<file path="src/rtl/dmem_arbiter.sv">
// Two-requester arbiter in front of a single-port data memory: one dmem cycle per grant,
// registered ACK/RDATA/ERR, round-robin or P0-priority with a P1 anti-starvation limit.
module dmem_arbiter #(
   parameter int unsigned SIZE     = 32,
   parameter int unsigned ADDR_MAX = 252,
   parameter int unsigned RR_MODE  = 1,
   parameter int unsigned MAX_WAIT = 4
) (
   input  logic            i_clk,
   input  logic            i_reset,
   input  logic            i_req0,
   input  logic            i_we0,
   input  logic [SIZE-1:0] i_a0,
   input  logic [SIZE-1:0] i_wd0,
   input  logic            i_req1,
   input  logic            i_we1,
   input  logic [SIZE-1:0] i_a1,
   input  logic [SIZE-1:0] i_wd1,
   output logic            o_ack0,
   output logic            o_ack1,
   output logic [SIZE-1:0] o_rdata,
   output logic            o_err,
   output logic            o_busy,
   output logic            o_mem_we,
   output logic [SIZE-1:0] o_mem_a,
   output logic [SIZE-1:0] o_mem_wd,
   input  logic [SIZE-1:0] i_mem_rd
);

   typedef enum logic {S_IDLE, S_ACCESS} state_t;

   localparam logic [3:0]      W_MAX = 4'(MAX_WAIT);
   localparam logic [SIZE-1:0] A_MAX = SIZE'(ADDR_MAX);

   state_t            r_state;
   state_t            w_next;
   logic              r_we;
   logic [SIZE-1:0]   r_addr;
   logic [SIZE-1:0]   r_wd;
   logic              r_id;
   logic              r_rr_ptr;
   logic [3:0]        r_wait_cnt;
   logic              w_gnt1;
   logic              w_any;
   logic              w_legal;
   logic              w_access;

   assign w_legal = (r_addr[1:0] == 2'b00) && (r_addr <= A_MAX);

   always_comb begin
      w_next   = r_state;
      w_any    = i_req0 | i_req1;
      w_gnt1   = i_req1;
      w_access = 1'b0;
      if (i_req0 && i_req1) begin
         if (RR_MODE != 0) w_gnt1 = r_rr_ptr;
         else              w_gnt1 = (r_wait_cnt == W_MAX);
      end
      case (r_state)
         S_IDLE:   if (w_any) w_next = S_ACCESS;
         S_ACCESS: begin
            w_access = 1'b1;
            w_next   = S_IDLE;
         end
         default:  w_next = S_IDLE;
      endcase
   end

   // dmem drive is combinational from state so an async reset drops MEM_WE immediately
   assign o_busy   = w_access;
   assign o_mem_we = w_access & r_we & w_legal;
   assign o_mem_a  = w_access ? r_addr : '0;
   assign o_mem_wd = w_access ? r_wd   : '0;

   always_ff @(posedge i_clk or posedge i_reset) begin
      if (i_reset) r_state <= S_IDLE;
      else         r_state <= w_next;
   end

   always_ff @(posedge i_clk or posedge i_reset) begin
      if (i_reset) begin
         r_we       <= 1'b0;
         r_addr     <= '0;
         r_wd       <= '0;
         r_id       <= 1'b0;
         r_rr_ptr   <= 1'b0;
         r_wait_cnt <= '0;
         o_ack0     <= 1'b0;
         o_ack1     <= 1'b0;
         o_err      <= 1'b0;
         o_rdata    <= '0;
      end else begin
         o_ack0 <= 1'b0;
         o_ack1 <= 1'b0;
         o_err  <= 1'b0;
         if (r_state == S_IDLE && w_any) begin
            r_we     <= w_gnt1 ? i_we1 : i_we0;
            r_addr   <= w_gnt1 ? i_a1  : i_a0;
            r_wd     <= w_gnt1 ? i_wd1 : i_wd0;
            r_id     <= w_gnt1;
            r_rr_ptr <= ~w_gnt1;
         end
         // wait counter only ever steers fixed-priority mode
         if (!i_req1) begin
            r_wait_cnt <= '0;
         end else if (r_state == S_IDLE && w_any) begin
            if (w_gnt1)                 r_wait_cnt <= '0;
            else if (r_wait_cnt < W_MAX) r_wait_cnt <= r_wait_cnt + 4'd1;
         end
         if (r_state == S_ACCESS) begin
            o_ack0  <= ~r_id;
            o_ack1  <= r_id;
            o_err   <= ~w_legal;
            o_rdata <= (!r_we && w_legal) ? i_mem_rd : '0;
         end
      end
   end

endmodule

</file>
<file path="config.mk">
export PLATFORM = sky130hd
export DESIGN_NAME = dmem_arbiter
export DESIGN_NICKNAME = d
export VERILOG_FILES = /design/src/rtl/dmem_arbiter.sv
export SDC_FILE = /design/constraint.sdc
export NUM_CORES = 1
export LEC_CHECK = 0
export ABC_AREA = 1
export CAP_MARGIN = 30
export CORE_ASPECT_RATIO = 1.2
export CORE_MARGIN = 2
export CORE_UTILIZATION = 40
export CTS_CLUSTER_SIZE = 16
export DETAILED_ROUTE_END_ITERATION = 8
export GPL_ROUTABILITY_DRIVEN = 0
export PLACE_DENSITY_LB_ADDON = 0.05
export SLEW_MARGIN = 20
export SYNTH_ARGS = -nofsm -noshare
export SYNTH_HDL_FRONTEND = slang
export SYNTH_SLANG_ARGS = --single-unit
</file>
<file path="constraint.sdc">
create_clock -name i_clk -period 4.3 [get_ports i_clk]
set_input_delay 0.645 -clock i_clk [delete_from_list [all_inputs] [get_ports i_clk]]
set_output_delay 0.645 -clock i_clk [all_outputs]
set_load 0.1 [all_outputs]
</file>
==> results.py <==
metrics = {
    "routing": {
        "wl_met2_um": 7910,
        "finalWirelength_um": 16000,
        "drc": 0,
        "dr.pass1.iters": 7,
        "drtIter0Drc": 275,
        "vias": 5299,
        "wl_met3_um": 1330,
        "wire_per_inst_um": 13.9,
        "vias_per_cell": 4.61,
        "top_layer_used": "met4",
        "ant_nets": 0,
        "wl_met1_um": 6460,
    },
    "synth": {
        "yosys_warnings": 0,
        "ys_seq_area_share_pct": 49.7,
        "synth_cells": 736,
        "ys_seq_elements": 103,
        "synth_cell_types": 20,
        "avgSynthCellArea_um2": 7.05,
        "synth_nets": 902,
        "syn-cell-area_um2": 5190,
    },
    "setup_path": {
        "worst_setup_path_end_kind": "output port",
        "crit_fanout": 81,
        "cp_data_arrival_time_ns": 2.74,
        "start_kind": "flip-flop",
        "crit_type": "reg -> out",
        "required_ns": 3.65,
    },
    "layout": {
        "insertedDiodeCount": 0,
        "fill_cells": 1168,
        "drive_gt1_share_pct": 6.50,
        "syn_to_final_growth_pct": 57.6,
        "fin_area_um2": 8180,
        "final_nets": 1146,
    },
    "run_status": {
        "status": "finished, final reports clean",
    },
    "clock_tree": {
        "cts_hold_buffers": 0,
        "path_clk_slew_ns": 0.06,
        "clock_insertion_delay_worst_skew_ns": 0.34,
        "numCtsBuffers": 9,
        "clock_sinks": 103,
        "cts_tree": "built",
        "cts_root_buffer": "clkbuf_16",
        "cts.path.max_buffers": 2,
        "post_cts_buffers": 0,
        "cts_resized": 0,
        "cts_max_level": 3,
    },
    "timing": {
        "rsz0062_at_grt": "no",
        "setup_violations": 0,
        "hold_violations": 0,
        "worstMarginPinSlew_ns": 1.00,
        "clock_skew_ns": 0.00837,
        "slew_viol_final": 0,
        "period_share_pct": 78.6,
        "period_needed_ns": 3.38,
        "maxClockFrequency_mhz": 296,
        "tns_ns": 0,
        "maxSlewHeadroom_pct": 33.1,
    },
    "pwr": {
        "powerDensity_nw_per_um2": 431,
        "ir_drop_uv": 259,
        "pwr-share-seq_pct": 35.2,
        "power.switching_mw": 1.52,
        "cellLeakagePower_nw": 4.36,
        "p_sw_share_pct": 43.2,
        "power_frac_comb_pct": 41.7,
        "clkPwrFrac_pct": 23.1,
        "p_int_mw": 2.00,
    },
    "floorplanning": {
        "io-pin-count": 267,
        "die-height_um": 129,
        "start_util_pct": 40.9,
        "die_x_um": 108,
        "num_rows": 45,
        "dieArea_um2": 13900,
        "core-area_um2": 12700,
    },
    "global_routing": {
        "antenna_found_initial": 0,
        "grt_pass1_vias": 5023,
        "grt_max_degree": 82,
        "grt_first_pass_wirelength_um": 25000,
        "grt-ovfl-total": 0,
        "track_usage_pct": 23.0,
    },
    "placed_design": {
        "portBuffers": 266,
        "place_area_um2": 7860,
        "hpwl_um": 11200,
    },
    "flow_run": {
        "drv_cap": 0,
    },
    "min_path": {
        "hold_path_class": "reg -> reg",
    },
}
## cell usage after synthesis
cell      instances  area, µm²
o211ai_1          3       22.5
dfrtp_1         103       2580
inv_1           103        387
buf_4             5       37.5
o21ai_0           1       5.00
nor2_4            1       11.3
nor2_1           50        188
o21bai_1          1       7.51
nand3_1          91        455
o21ai_2           1       8.76
a21oi_1           1       5.00
nand2_1         333       1250
buf_6             4       45.0
buf_1             6       22.5
inv_2             1       3.75
or2_1             1       6.26
or2_0             1       6.26
clkbuf_1         13       48.8
nand3_2           3       30.0
buf_2            14       70.1
## stage by stage
step	setup WS [ns]	power [mW]	hold slack, ns	std cells	util (%)
global placement	1.32	2.73	0.438	1132	62.0
detailed placement	1.28	2.73	0.449	1132	62.0
finish	0.919	3.53	0.458	1149	64.6
floorplan	0.929	2.29	0.426	736	-
CTS	0.897	3.55	0.454	1148	64.3
global route	0.783	3.70	0.473	1149	64.6
## sequential cells by signal, indices dropped and copies added (netlist names)
| name | flops |
|---|---|
| o_ack0 | 1 |
| o_ack1 | 1 |
| o_err | 1 |
| o_rdata | 32 |
| r_addr | 32 |
| r_id | 1 |
| r_rr_ptr | 1 |
| r_state | 1 |
| r_wd | 32 |
| r_we | 1 |
## worst max-delay path, cell delays in order (launching register included)
cell	delay, ns
dfrtp_4	1.01
nand2_1	0.13
inv_1	0.09
clkdlybuf4s50_1	1.13
## cell type report
class                      count  area [µm²]  share of cell area, %
multi-input combinational    487        2020                   24.7
clock inverter                 4        45.0                  0.551
sequential                   103        2580                   31.6
timing repair buffer         275        2690                   32.8
tap                          164         205                   2.51
clock buffer                  12         246                   3.01
inverter                     104         393                   4.80
## cells in the final DEF (no fill, tap or decap), drive strengths merged
cell type / netlist / final
nand2: 333 / 333
dfrtp: 103 / 103
or2: 2 / 2
o21bai: 1 / 1
a21oi: 1 / 1
bufinv: 0 / 1
buf: 29 / 40
o21ai: 2 / 2
clkinv: 0 / 3
inv: 104 / 104
o211ai: 3 / 3
nand3: 94 / 94
clkbuf: 13 / 12
clkdlybuf4s50: 0 / 235
nor2: 51 / 51
## power by group through the flow
stage          logic (mW)  clock network [mW]  registers (mW)
2_1_floorplan        1.06                   0            1.24
3_3_place_gp         1.47                   0            1.26
3_5_place_dp         1.48                   0            1.26
4_1_cts              1.48               0.832            1.24
5_1_grt              1.56               0.871            1.26
6_report             1.47               0.814            1.24
## cell families (layout without fill, tap and decap cells)
group	Yosys count	in the layout	synth area share, %
simple gates	480	480	37.5
flops	103	103	49.7
buf+inv	146	395	11.8
compound gates	7	7	0.941
## metal layers
layer | global-route usage, % | up-vias
met4 | 7.24 | 0
li1 | - | 2667
met2 | 39.2 | 191
met1 | 27.7 | 2424
met3 | 7.09 | 17
met5 | 0 | -
## final timing paths
| kind | from | end | slack, ns | cells past startpoint |
|---|---|---|---|---|
| setup / recovery | r_state$_DFF_PP0_ | o_mem_wd[31] | 0.92 | 3 |
| hold / removal | r_id$_DFFE_PP0P_ | o_ack0$_DFF_PP0_ | 0.46 | 1 |
| setup reg to reg | r_state$_DFF_PP0_ | r_addr[6]$_DFFE_PP0P_ | 1.47 | 5 |
| hold reg to reg | r_id$_DFFE_PP0P_ | o_ack0$_DFF_PP0_ | 0.46 | 1 |
| max in group asynchronous | i_reset | r_wd[7]$_DFFE_PP0P_ | 2.85 | 4 |
| min in group asynchronous | i_reset | r_wd[1]$_DFFE_PP0P_ | 0.58 | 2 |
(Power assumes the default switching activity.)
